==> src/rtl/csa_pipe_adder.sv <==
// rtl/csa_pipe_adder.sv - pipelined carry-select adder/subtractor, one BLK-bit segment per stage
// Optional signed-overflow output enabled by defining CSA_PIPE_OVF_EN.
`timescale 1ns/1ps
module csa_pipe_adder #(
  parameter int WIDTH = 32,
  parameter int BLK   = 8
) (
  input  logic             clk,
  input  logic             rst_n,
  input  logic             in_valid,
  output logic             in_ready,
  input  logic [WIDTH-1:0] A,
  input  logic [WIDTH-1:0] B,
  input  logic             Cin,
  input  logic             sub,
  output logic             out_valid,
  input  logic             out_ready,
  output logic [WIDTH-1:0] Sum,
  output logic             Cout
`ifdef CSA_PIPE_OVF_EN
  ,
  output logic             ovf
`endif
);

  localparam int NSTG = (BLK < 1) ? 1 : WIDTH / BLK;

  if (BLK < 1 || (WIDTH % ((BLK < 1) ? 1 : BLK)) != 0) begin : g_cfg_err
    $error("csa_pipe_adder: WIDTH must be a positive multiple of BLK");
  end

  logic [NSTG-1:0] v_all;
  logic [NSTG-1:0] adv;

  // Ready ripples back from the output: a stage moves if it is empty or its successor moves.
  always_comb begin
    adv = '0;
    adv[NSTG-1] = !v_all[NSTG-1] || out_ready;
    for (int k = NSTG - 2; k >= 0; k--) begin
      adv[k] = !v_all[k] || adv[k+1];
    end
  end

  for (genvar k = 0; k < NSTG; k++) begin : g_stg
    localparam int W_IN = WIDTH - k * BLK;
    localparam int W_S  = (k + 1) * BLK;

    logic            v_in;
    logic            c_in;
    logic [W_IN-1:0] a_in;
    logic [W_IN-1:0] b_in;
    logic [W_S-1:0]  s_nx;
    logic [BLK:0]    s0;
    logic [BLK:0]    s1;
    logic [BLK:0]    sel;
    logic            v_q;
    logic            c_q;
    logic [W_S-1:0]  s_q;

    if (k == 0) begin : g_src
      assign v_in = in_valid;
      assign a_in = A;
      assign b_in = sub ? ~B : B;
      assign c_in = sub | Cin;
      assign s_nx = sel[BLK-1:0];
    end else begin : g_src
      assign v_in = g_stg[k-1].v_q;
      assign a_in = g_stg[k-1].g_keep.a_q;
      assign b_in = g_stg[k-1].g_keep.b_q;
      assign c_in = g_stg[k-1].c_q;
      assign s_nx = {sel[BLK-1:0], g_stg[k-1].s_q};
    end

    // Both candidates are formed in parallel; the registered carry only drives the final mux.
    assign s0  = {1'b0, a_in[BLK-1:0]} + {1'b0, b_in[BLK-1:0]};
    assign s1  = s0 + (BLK + 1)'(1);
    assign sel = c_in ? s1 : s0;

    always_ff @(posedge clk or negedge rst_n) begin
      if (!rst_n) begin
        v_q <= 1'b0;
        c_q <= 1'b0;
        s_q <= '0;
      end else if (adv[k]) begin
        v_q <= v_in;
        if (v_in) begin
          c_q <= sel[BLK];
          s_q <= s_nx;
        end
      end
    end

    // Only the operand bits not yet consumed travel further down the pipe.
    if (k < NSTG - 1) begin : g_keep
      logic [W_IN-BLK-1:0] a_q;
      logic [W_IN-BLK-1:0] b_q;

      always_ff @(posedge clk or negedge rst_n) begin
        if (!rst_n) begin
          a_q <= '0;
          b_q <= '0;
        end else if (adv[k] && v_in) begin
          a_q <= a_in[W_IN-1:BLK];
          b_q <= b_in[W_IN-1:BLK];
        end
      end
    end

    assign v_all[k] = v_q;
  end

  assign in_ready  = adv[0];
  assign out_valid = v_all[NSTG-1];
  assign Sum       = g_stg[NSTG-1].s_q;
  assign Cout      = g_stg[NSTG-1].c_q;

`ifdef CSA_PIPE_OVF_EN
  logic ovf_q;
  logic c_msb;

  // Carry into the MSB recovered from the MSB sum bit and its operand bits.
  assign c_msb = g_stg[NSTG-1].a_in[BLK-1] ^ g_stg[NSTG-1].b_in[BLK-1] ^ g_stg[NSTG-1].sel[BLK-1];

  always_ff @(posedge clk or negedge rst_n) begin
    if (!rst_n) begin
      ovf_q <= 1'b0;
    end else if (adv[NSTG-1] && g_stg[NSTG-1].v_in) begin
      ovf_q <= c_msb ^ g_stg[NSTG-1].sel[BLK];
    end
  end

  assign ovf = ovf_q;
`endif

endmodule

==> config.mk <==
export PLATFORM = sky130hd
export DESIGN_NAME = csa_pipe_adder
export DESIGN_NICKNAME = d
export VERILOG_FILES = /design/src/rtl/csa_pipe_adder.sv
export SDC_FILE = /design/constraint.sdc
export NUM_CORES = 1
export LEC_CHECK = 0
export CAP_MARGIN = 20
export CELL_PAD_IN_SITES_DETAIL_PLACEMENT = 1
export CELL_PAD_IN_SITES_GLOBAL_PLACEMENT = 1
export CORE_MARGIN = 2
export CORE_UTILIZATION = 47
export CTS_BUF_LIST = sky130_fd_sc_hd__clkbuf_4
export CTS_CLUSTER_SIZE = 25
export DETAILED_ROUTE_END_ITERATION = 8
export GPL_TIMING_DRIVEN = 0
export PLACE_DENSITY = 0.85
export SLEW_MARGIN = 30
export SYNTH_ARGS = -nofsm -noshare
export SYNTH_HDL_FRONTEND = slang
export SYNTH_SLANG_ARGS = --single-unit
==> constraint.sdc <==
create_clock -name clk -period 3.4 [get_ports clk]
set_input_delay 0.68 -clock clk [delete_from_list [all_inputs] [get_ports clk]]
set_output_delay 0.68 -clock clk [all_outputs]
set_load 0.005 [all_outputs]
* Word-level counts from Yosys, hierarchy flattened
Cells that the tools add are included.
** Word-level totals
- Memories kept :: 0
- Flip-flop bits (word level) :: 184
- Word-level logic and storage cells :: 48
- Input port bits :: 70
- Output and inout port bits :: 35
- Latch bits :: 0
- ROM bits :: 0
- Memory bits (writable) :: 0
** Operators by class
- Divide/modulo/power cells :: 0
- Multiply operators :: 0
- Shift-type cells :: 0
- Add/sub/neg operators :: 8
- Magnitude comparators :: 0
- Reductions and logical operators :: 15
- Equal/unequal tests :: 0
- Muxes and demuxes :: 5
- Bitwise gates (word level) :: 2
** Operators with widths (number)
- $add 8x8->9 :: 4
- $add 9x1->9 const B :: 4
- $mux 9 :: 4
- $mux 32 :: 1
- $not 32->32 :: 1
- $reduce_and 2->1 :: 4
- $logic_not 1->1 :: 4
- $logic_or 1x1->1 :: 4
- $logic_and 1x1->1 :: 3
- $or 1x1->1 :: 1

* Logic depth before layout (Yosys ltp)
Gate-level depths: netlist of the first run.
- Word-level depth :: 6
- Mapped depth :: 13
- Gate-level depth less buffers :: 11

* Worst setup path after synthesis of the first run
Ideal clock, no wire load.
- Path type :: input-to-reg
- From :: input sub
- To :: register g_stg[0].c_q
- Cell stages on the path :: 12
- Library setup time :: 0.095 ns
- Buffers on the path :: 2
- Slack :: -0.115 ns
- Arrival :: 3.419 ns
- Required time :: 3.305 ns
- Path through :: clkbuf_1 clkbuf_1 xor2_1 ha_1 inv_1 fa_1 nand2b_1 a21oi_1 nor4_1 or3_1 o311a_1 o31ai_1
** Between the ends
- Longest elaborated chain between the ends :: 4
- Elaborated cells on any way between the ends :: 5
- Those cells by class :: add/sub (2); mux (2); bitwise (1)
** Ends and longest elaborated chain
- from (decl) :: line 15 : input logic sub,
- $mux 32 :: line 63 : assign b_in = sub ? ~B : B;
- $add 8x8->9 :: line 75 : assign s0 = {1'b0, a_in[BLK-1:0]} + {1'b0, b_in[BLK-1:0]};
- $add 9x1->9 :: line 76 : assign s1 = s0 + (BLK + 1)'(1);
- $mux 9 * :: line 77 : assign sel = c_in ? s1 : s0;
- to (signal assigned) :: line 87 : c_q <= sel[BLK];
- to (decl) :: line 57 : logic c_q;
Mark *: on every way between the ends. The rest lies on a longest branch, timed or not.
A chain may end at the register's enable or synchronous reset.

* Final worst setup path of the first run
Same ends and word-level chain as after synthesis.

==> results of run 1 <==
[logic make-up after synthesis]
logic type / Yosys count
AND/OR/NAND/NOR: 160
buffers and inverters: 38
multiplexers: 127
AO/OA/AOI/OAI: 125
flip-flops: 184
XOR/XNOR: 69
adder cells (fa/ha/maj): 41
[metrics by stage]
| step | area [um2] | utilization [%] | TNS (ps) |
|---|---|---|---|
| floorplan | 8990 | - | 0 |
| global placement | 10300 | 55.0 | -1083110 |
| detailed placement | 10400 | 55.3 | -1500 |
| CTS | 10700 | 56.9 | 0 |
| global route | 10700 | 56.9 | 0 |
| finish | 10700 | 56.9 | 0 |
[Yosys cell counts, types with 2 or more instances]
master | n | area, um2
o2111ai_1 | 3 | 26.3
nand4_1 | 7 | 43.8
dfrtp_1 | 184 | 4600
nor2_1 | 25 | 93.8
nor3b_1 | 2 | 15.0
nor4_1 | 2 | 12.5
or4_1 | 2 | 15.0
nand2b_1 | 8 | 50.1
nand2_1 | 73 | 274
inv_1 | 10 | 37.5
ha_1 | 37 | 463
o221ai_1 | 2 | 17.5
or3_1 | 2 | 12.5
buf_1 | 2 | 7.51
xnor2_1 | 42 | 368
mux2_2 | 123 | 1390
a41o_1 | 2 | 20.0
o31a_1 | 2 | 17.5
a2111oi_4 | 2 | 55.1
and3_1 | 3 | 18.8
clkbuf_1 | 24 | 90.1
nand3_1 | 9 | 45.0
a211oi_2 | 4 | 50.1
a21o_1 | 4 | 30.0
mux2i_1 | 4 | 40.0
nor3_1 | 14 | 70.1
nand4b_1 | 2 | 17.5
xor2_1 | 25 | 219
o31ai_1 | 10 | 75.1
a211oi_1 | 7 | 52.6
and2_1 | 2 | 12.5
o21a_1 | 7 | 52.6
o21ba_2 | 3 | 30.0
o21ai_1 | 3 | 15.0
o2bb2ai_1 | 2 | 17.5
a21oi_1 | 8 | 40.0
o21ai_0 | 55 | 275
xor3_1 | 2 | 47.6
or3b_2 | 4 | 35.0
fa_1 | 4 | 80.1
[metal layers]
metal | vias up | part of all wire (%)
met4 | 0 | 1.8
met5 | - | 0
met1 | 3056 | 43
met2 | 102 | 53
li1 | 2903 | -
met3 | 27 | 2.7
[sequential cells by signal, summed over array words and instances, names as in the netlist]
signal / cells
out_valid: 1
g_stg.c_q: 3
Cout: 1
Sum: 32
g_stg.g_keep.a_q: 48
g_stg.s_q: 48
g_stg.g_keep.b_q: 48
g_stg.v_q: 3
[worst reg2reg max path, stage by stage, from the launching register on]
cell      delay (ps)
dfrtp_1          420
ha_1             240
fa_1             450
a211oi_2         300
nor2_1           130
nor3_1           360
nand4_1          200
or4_1            450
a41o_1           240
[worst max path at each step]
stage                      from                endpoint  slack [ps]  depth (start not counted)
final                       sub            g_stg[0].c_q         320                         12
after global routing        sub            g_stg[0].c_q         110                         13
after CTS                   sub            g_stg[0].c_q         110                         13
after detailed placement    sub            g_stg[0].c_q        -560                         13
after global placement    rst_n  g_stg[0].g_keep.b_q[7]       -5900                          1
after floorplan             sub            g_stg[0].c_q          60                         12
[repair_timing]
action	CTS	global route
setup buffers	0	0
endpoints found under the setup margin	0	1
hold buffers	1	0
gates resized for setup	0	2
hold endpoints to repair	14	0
[power groups by stage]
stage | registers [uW] | logic [uW] | clock network (uW)
floorplan | 3300 | 2460 | 0
global placement | 3390 | 3350 | 0
detailed placement | 3440 | 3520 | 0
CTS | 3390 | 3570 | 1300
global route | 3480 | 3940 | 1390
finish | 3380 | 3530 | 1260
[final cells by class]
cell class                      count  area, um2  share of cell area, %
Sequential cell                   184       4600                   43.1
Multi-Input combinational cell    522       4240                   39.7
Timing Repair Buffer              106       1100                   10.3
Tap cell                          234        293                   2.74
Clock inverter                     13        154                   1.44
Clock buffer                       19        143                   1.33
Buffer                             28        113                   1.05
Inverter                           10       37.5                  0.351
Antenna cell                        1       2.50                 0.0234
==> results.py, run 1 <==
metrics = {
    "sta": {
        "clock_skew_ps": 15.2,
        "fin_crit_sh_pct": 90.5,
        "tightestPinTransition_ps": 875,
        "max_freq_ghz": 0.325,
        "grt_setup_unrepaired": "no",
        "relSlewSlack_pct": 41.6,
        "setup_viol": 0,
        "setup_slack_ps": 323,
        "hold-worst-slack_ps": 492,
        "fin_crit_ps": 3080,
        "report.final.slew_viol_count": 0,
        "hold_viol": 0,
    },
    "synthesis": {
        "synth-seq-cells": 184,
        "synth_edf_count": 0,
        "postSynthAreaPerCell_um2": 12.1,
        "syn-num-nets": 855,
        "synth_area_um2": 8990,
        "yosysSeqAreaShare_pct": 51.2,
        "yosys_warnings": 0,
        "synthCells": 744,
        "synthMuxAreaShare_pct": 15.9,
        "async_reset_ff_share_pct": 100,
        "synth_cell_type_count": 58,
        "synth_compound_area_share_pct": 9.74,
        "synthAdderAreaFrac_pct": 6.04,
        "synth-xor-area-share_pct": 7.06,
        "synth_top_family_by_area": "multiplexers",
        "synthSimpleGateAreaFrac_pct": 8.45,
        "synthFlopType": "dfrtp_1",
    },
    "worst_setup_path": {
        "path_cells": "clkbuf_2 > clkbuf_2 > xor2_1 > ha_1 > inv_1 > fa_1 > nand2b_1 > a21oi_1 > nor4_1 > or3_1 > o311a_1 > o31ai_1",
        "cp_data_arrival_time_ps": 3540,
        "cp_slowest_stage_delay_ps": 410,
        "rr_endpoint": "g_stg[2].c_q",
        "rr_worst_depth": 8,
        "start_kind": "input port",
        "slowest_stage": "or3_1",
        "cp_max_fo": 10,
        "critPathRequiredTime_ps": 3860,
        "rr_startpoint": "g_stg[1].g_keep.b_q[0]",
        "crit_family": "compound AO/OA/AOI/OAI gates",
        "path_buf_inv": 3,
        "cp_common_cell": "clkbuf_2",
        "reg2reg_slack_ps": 500,
        "worstSetupEndpointType": "register",
        "crit_type": "in -> reg",
    },
    "finish": {
        "nNetsFinal": 980,
        "final_common_cell": "dfrtp_1",
        "drive_gt1_share_pct": 20.2,
        "layout_common_cells": "184 x dfrtp_1, 123 x mux2_2, 102 x clkdlybuf4s50_1",
        "nFillCells": 1970,
        "stdcell_count": 1117,
        "area_delta_synth_final_pct": 18.9,
    },
    "global_routing": {
        "grt_max_degree": 90,
        "grt_pass1_vias": 6610,
        "grt_overflow": 0,
        "use_met1_pct": 25.2,
        "track_usage_pct": 20.8,
        "use_met3_pct": 3.50,
        "use_met2_pct": 38.0,
        "grt_pass1_wl_um": 33100,
        "antenna_found_initial": 1,
        "grt_busiest_layer": "met2",
    },
    "status": {
        "outcome": "complete, no violations",
    },
    "placement": {
        "dp.cells": 1083,
        "dp_slack_ps": -557,
        "place.gp.congestion": 0.781,
        "dp_hpwl_um": 14700,
        "port_buffers": 103,
    },
    "power": {
        "ir_drop_uv": 309,
        "p_sw_uw": 2820,
        "p_sw_share_pct": 34.5,
        "powerDensity_nw_per_um2": 765,
        "clkPwrFrac_pct": 15.4,
        "p_leak_uw": 0.00453,
        "combPwrFrac_pct": 43.2,
        "power.internal_uw": 5350,
        "power_uw": 8170,
        "seqPwrFrac_pct": 41.3,
    },
    "die": {
        "die_x_um": 142,
        "fp.dieH_um": 142,
        "fp-row-count": 50,
        "fp.dieArea_um2": 20200,
        "initial_utilization_pct": 47.9,
        "io_pins": 105,
        "core_region_area_um2": 18800,
    },
    "route": {
        "first_pass_iters": 4,
        "drt-initial-drc-count": 191,
        "drtAntennaViolNets": 0,
        "route.detailed.drc": 0,
        "wirelength_um": 19700,
        "vias": 6088,
        "wl_per_cell_um": 17.6,
        "via_per_inst": 5.45,
    },
    "cts": {
        "clock_tree.buffer_depth": 2,
        "cts_sinks": 184,
        "insertion_delay_ps": 550,
        "path_clk_slew_ps": 140,
        "cts_root_buf": "clkbuf_4",
        "cts_made_buffers": 17,
        "htreeDepth": 4,
        "tritoncts": "yes",
    },
    "flow_run": {
        "drv_cap": 0,
    },
    "min_path": {
        "hold_class": "reg -> reg",
        "worstHoldEndpoint": "Sum[31]",
        "min_from": "Sum[31]",
        "min_path_cells": 2,
    },
}
Note: power is estimated with default switching activity, not from simulation.
==> run 2, diff against run 1 <==
- CAP_MARGIN: 20 -> not set
- GPL_TIMING_DRIVEN: 0 -> not set
==> results.py, run 2 (synthesis gave the netlist of run 1 again) <==
metrics = {
    "global_routing": {
        "use_met2_pct": 37.5,
        "use_met1_pct": 22.9,
        "grt_pass1_wl_um": 32100,
        "track_usage_pct": 20.0,
        "grt_overflow": 0,
        "antenna_found_initial": 2,
        "grt_busiest_layer": "met2",
        "grt_pass1_vias": 6717,
        "use_met3_pct": 3.94,
        "grt_max_degree": 74,
    },
    "cts": {
        "tritoncts": "yes",
        "post_cts_buffers": 0,
        "cts_sinks": 184,
        "ctsResizeCount": 0,
        "htreeDepth": 4,
        "path_clk_slew_ps": 130,
        "cts_root_buf": "clkbuf_4",
        "cts_made_buffers": 17,
        "hold_buffers": 0,
        "insertion_delay_ps": 570,
        "clock_tree.buffer_depth": 2,
    },
    "worst_setup_path": {
        "critPathRequiredTime_ps": 3880,
        "rr_worst_depth": 8,
        "crit_type": "in -> reg",
        "reg2reg_slack_ps": 550,
        "worstSetupEndpointType": "register",
        "cp_max_fo": 3,
        "start_kind": "input port",
        "cp_data_arrival_time_ps": 3380,
    },
    "die": {
        "initial_utilization_pct": 47.9,
        "fp-row-count": 50,
        "fp.dieArea_um2": 20200,
        "fp.dieH_um": 142,
        "io_pins": 105,
        "die_x_um": 142,
        "core_region_area_um2": 18800,
    },
    "placement": {
        "place.gp.congestion": 0.816,
        "port_buffers": 104,
        "dp_hpwl_um": 14300,
    },
    "sta": {
        "hold-worst-slack_ps": 109,
        "fin_crit_ps": 2900,
        "relSlewSlack_pct": 55.4,
        "setup_viol": 0,
        "hold_viol": 0,
        "final.setup.tns_ps": 0,
        "clock_skew_ps": 21.9,
        "tightestPinTransition_ps": 669,
        "grt_setup_unrepaired": "no",
        "report.final.slew_viol_count": 0,
        "fin_crit_sh_pct": 85.2,
        "max_freq_ghz": 0.345,
    },
    "power": {
        "ir_drop_uv": 251,
        "powerDensity_nw_per_um2": 755,
        "p_leak_uw": 0.00451,
    },
    "finish": {
        "final_common_cell": "dfrtp_1",
        "layout_common_cells": "184 x dfrtp_1, 123 x mux2_2, 102 x clkdlybuf4s50_1",
        "nFillCells": 1940,
        "drive_gt1_share_pct": 21.9,
        "top_regs": "g_stg.g_keep.a_q x48, g_stg.g_keep.b_q x48, g_stg.s_q x48",
        "area_delta_synth_final_pct": 18.0,
        "nNetsFinal": 965,
    },
    "min_path": {
        "hold_class": "in -> async",
    },
    "route": {
        "wl_per_cell_um": 17.2,
        "wirelength_um": 18900,
        "vias": 5964,
        "via_per_inst": 5.43,
        "drtAntennaViolNets": 0,
        "drt-initial-drc-count": 180,
        "route.detailed.drc": 0,
        "first_pass_iters": 4,
    },
    "flow_run": {
        "drv_cap": 0,
    },
    "status": {
        "outcome": "complete, no violations",
    },
}
[run 2: changes by cell type in the layout (fill, tap and decap cells not counted), moves of 2 or more]
cell,previous run,this run
buf_1,2,0
buf_12,0,4
buf_16,2,0
buf_4,1,11
bufinv_16,3,1
clkbuf_1,22,0
clkbuf_2,2,0
clkinv_4,2,0
clkinvlp_4,2,4
nand2_1,73,70
nand2_2,0,3
[run 2: report_power, final]
group	switching [uW]	internal (uW)	total (uW)
Clock	700	358	1060
Sequential	448	2940	3390
Combinational	1650	1910	3560
[run 2: layout make-up]
type	count	area [um2]	share of cell area [%]
inverters	10	37.5	0.354
well taps	234	293	2.76
repair buffers	119	1200	11.3
clock buffers	19	143	1.34
clock inverters	10	83.8	0.790
flip-flops and latches	184	4600	43.4
multi-input cells	522	4250	40.0
diodes	1	2.50	0.0236
[run 2: metal layers]
metal	routed length, um	up-vias
li1	-	2873
met1	7870	2970
met2	10100	94
met3	602	25
met4	329	2
met5	13	-
[run 2: final timing paths]
check                                             from               end
worst max-delay path                              B[0]      g_stg[0].c_q
worst min-delay path                             rst_n           Sum[31]
worst max register to register  g_stg[2].g_keep.a_q[0]              Cout
worst min register to register        g_stg[2].s_q[16]  g_stg[2].s_q[16]
max in group asynchronous                        rst_n  g_stg[2].s_q[17]
min in group clk                      g_stg[2].s_q[16]  g_stg[2].s_q[16]
[run 2: worst max-delay path, cell delays in order]
cell and delay (ps):
clkdlybuf4s50_1 470, xor2_1 150, ha_1 200, inv_1 60, fa_1 400, nand2b_1 180
a21oi_1 190, nor4_1 90, or3_1 400, o311a_1 370, o31ai_1 180
[run 2: through the flow]
stage	cell area [um2]	std cells	util (%)	total power [uW]	setup WS, ps
after floorplan	8990	744	-	5770	57.4
after global placement	10400	1069	55.3	6730	29.4
after detailed placement	10400	1069	55.3	7040	-74.7
after CTS	10600	1098	56.5	8120	548
after global routing	10600	1099	56.5	8640	389
final	10600	1099	56.5	8000	504
==> run 3, diff against run 2 <==
- CTS_CLUSTER_DIAMETER: not set -> 200
==> results of run 3 <==
The final DEF is identical to that of run 2; final timing and power are the same.
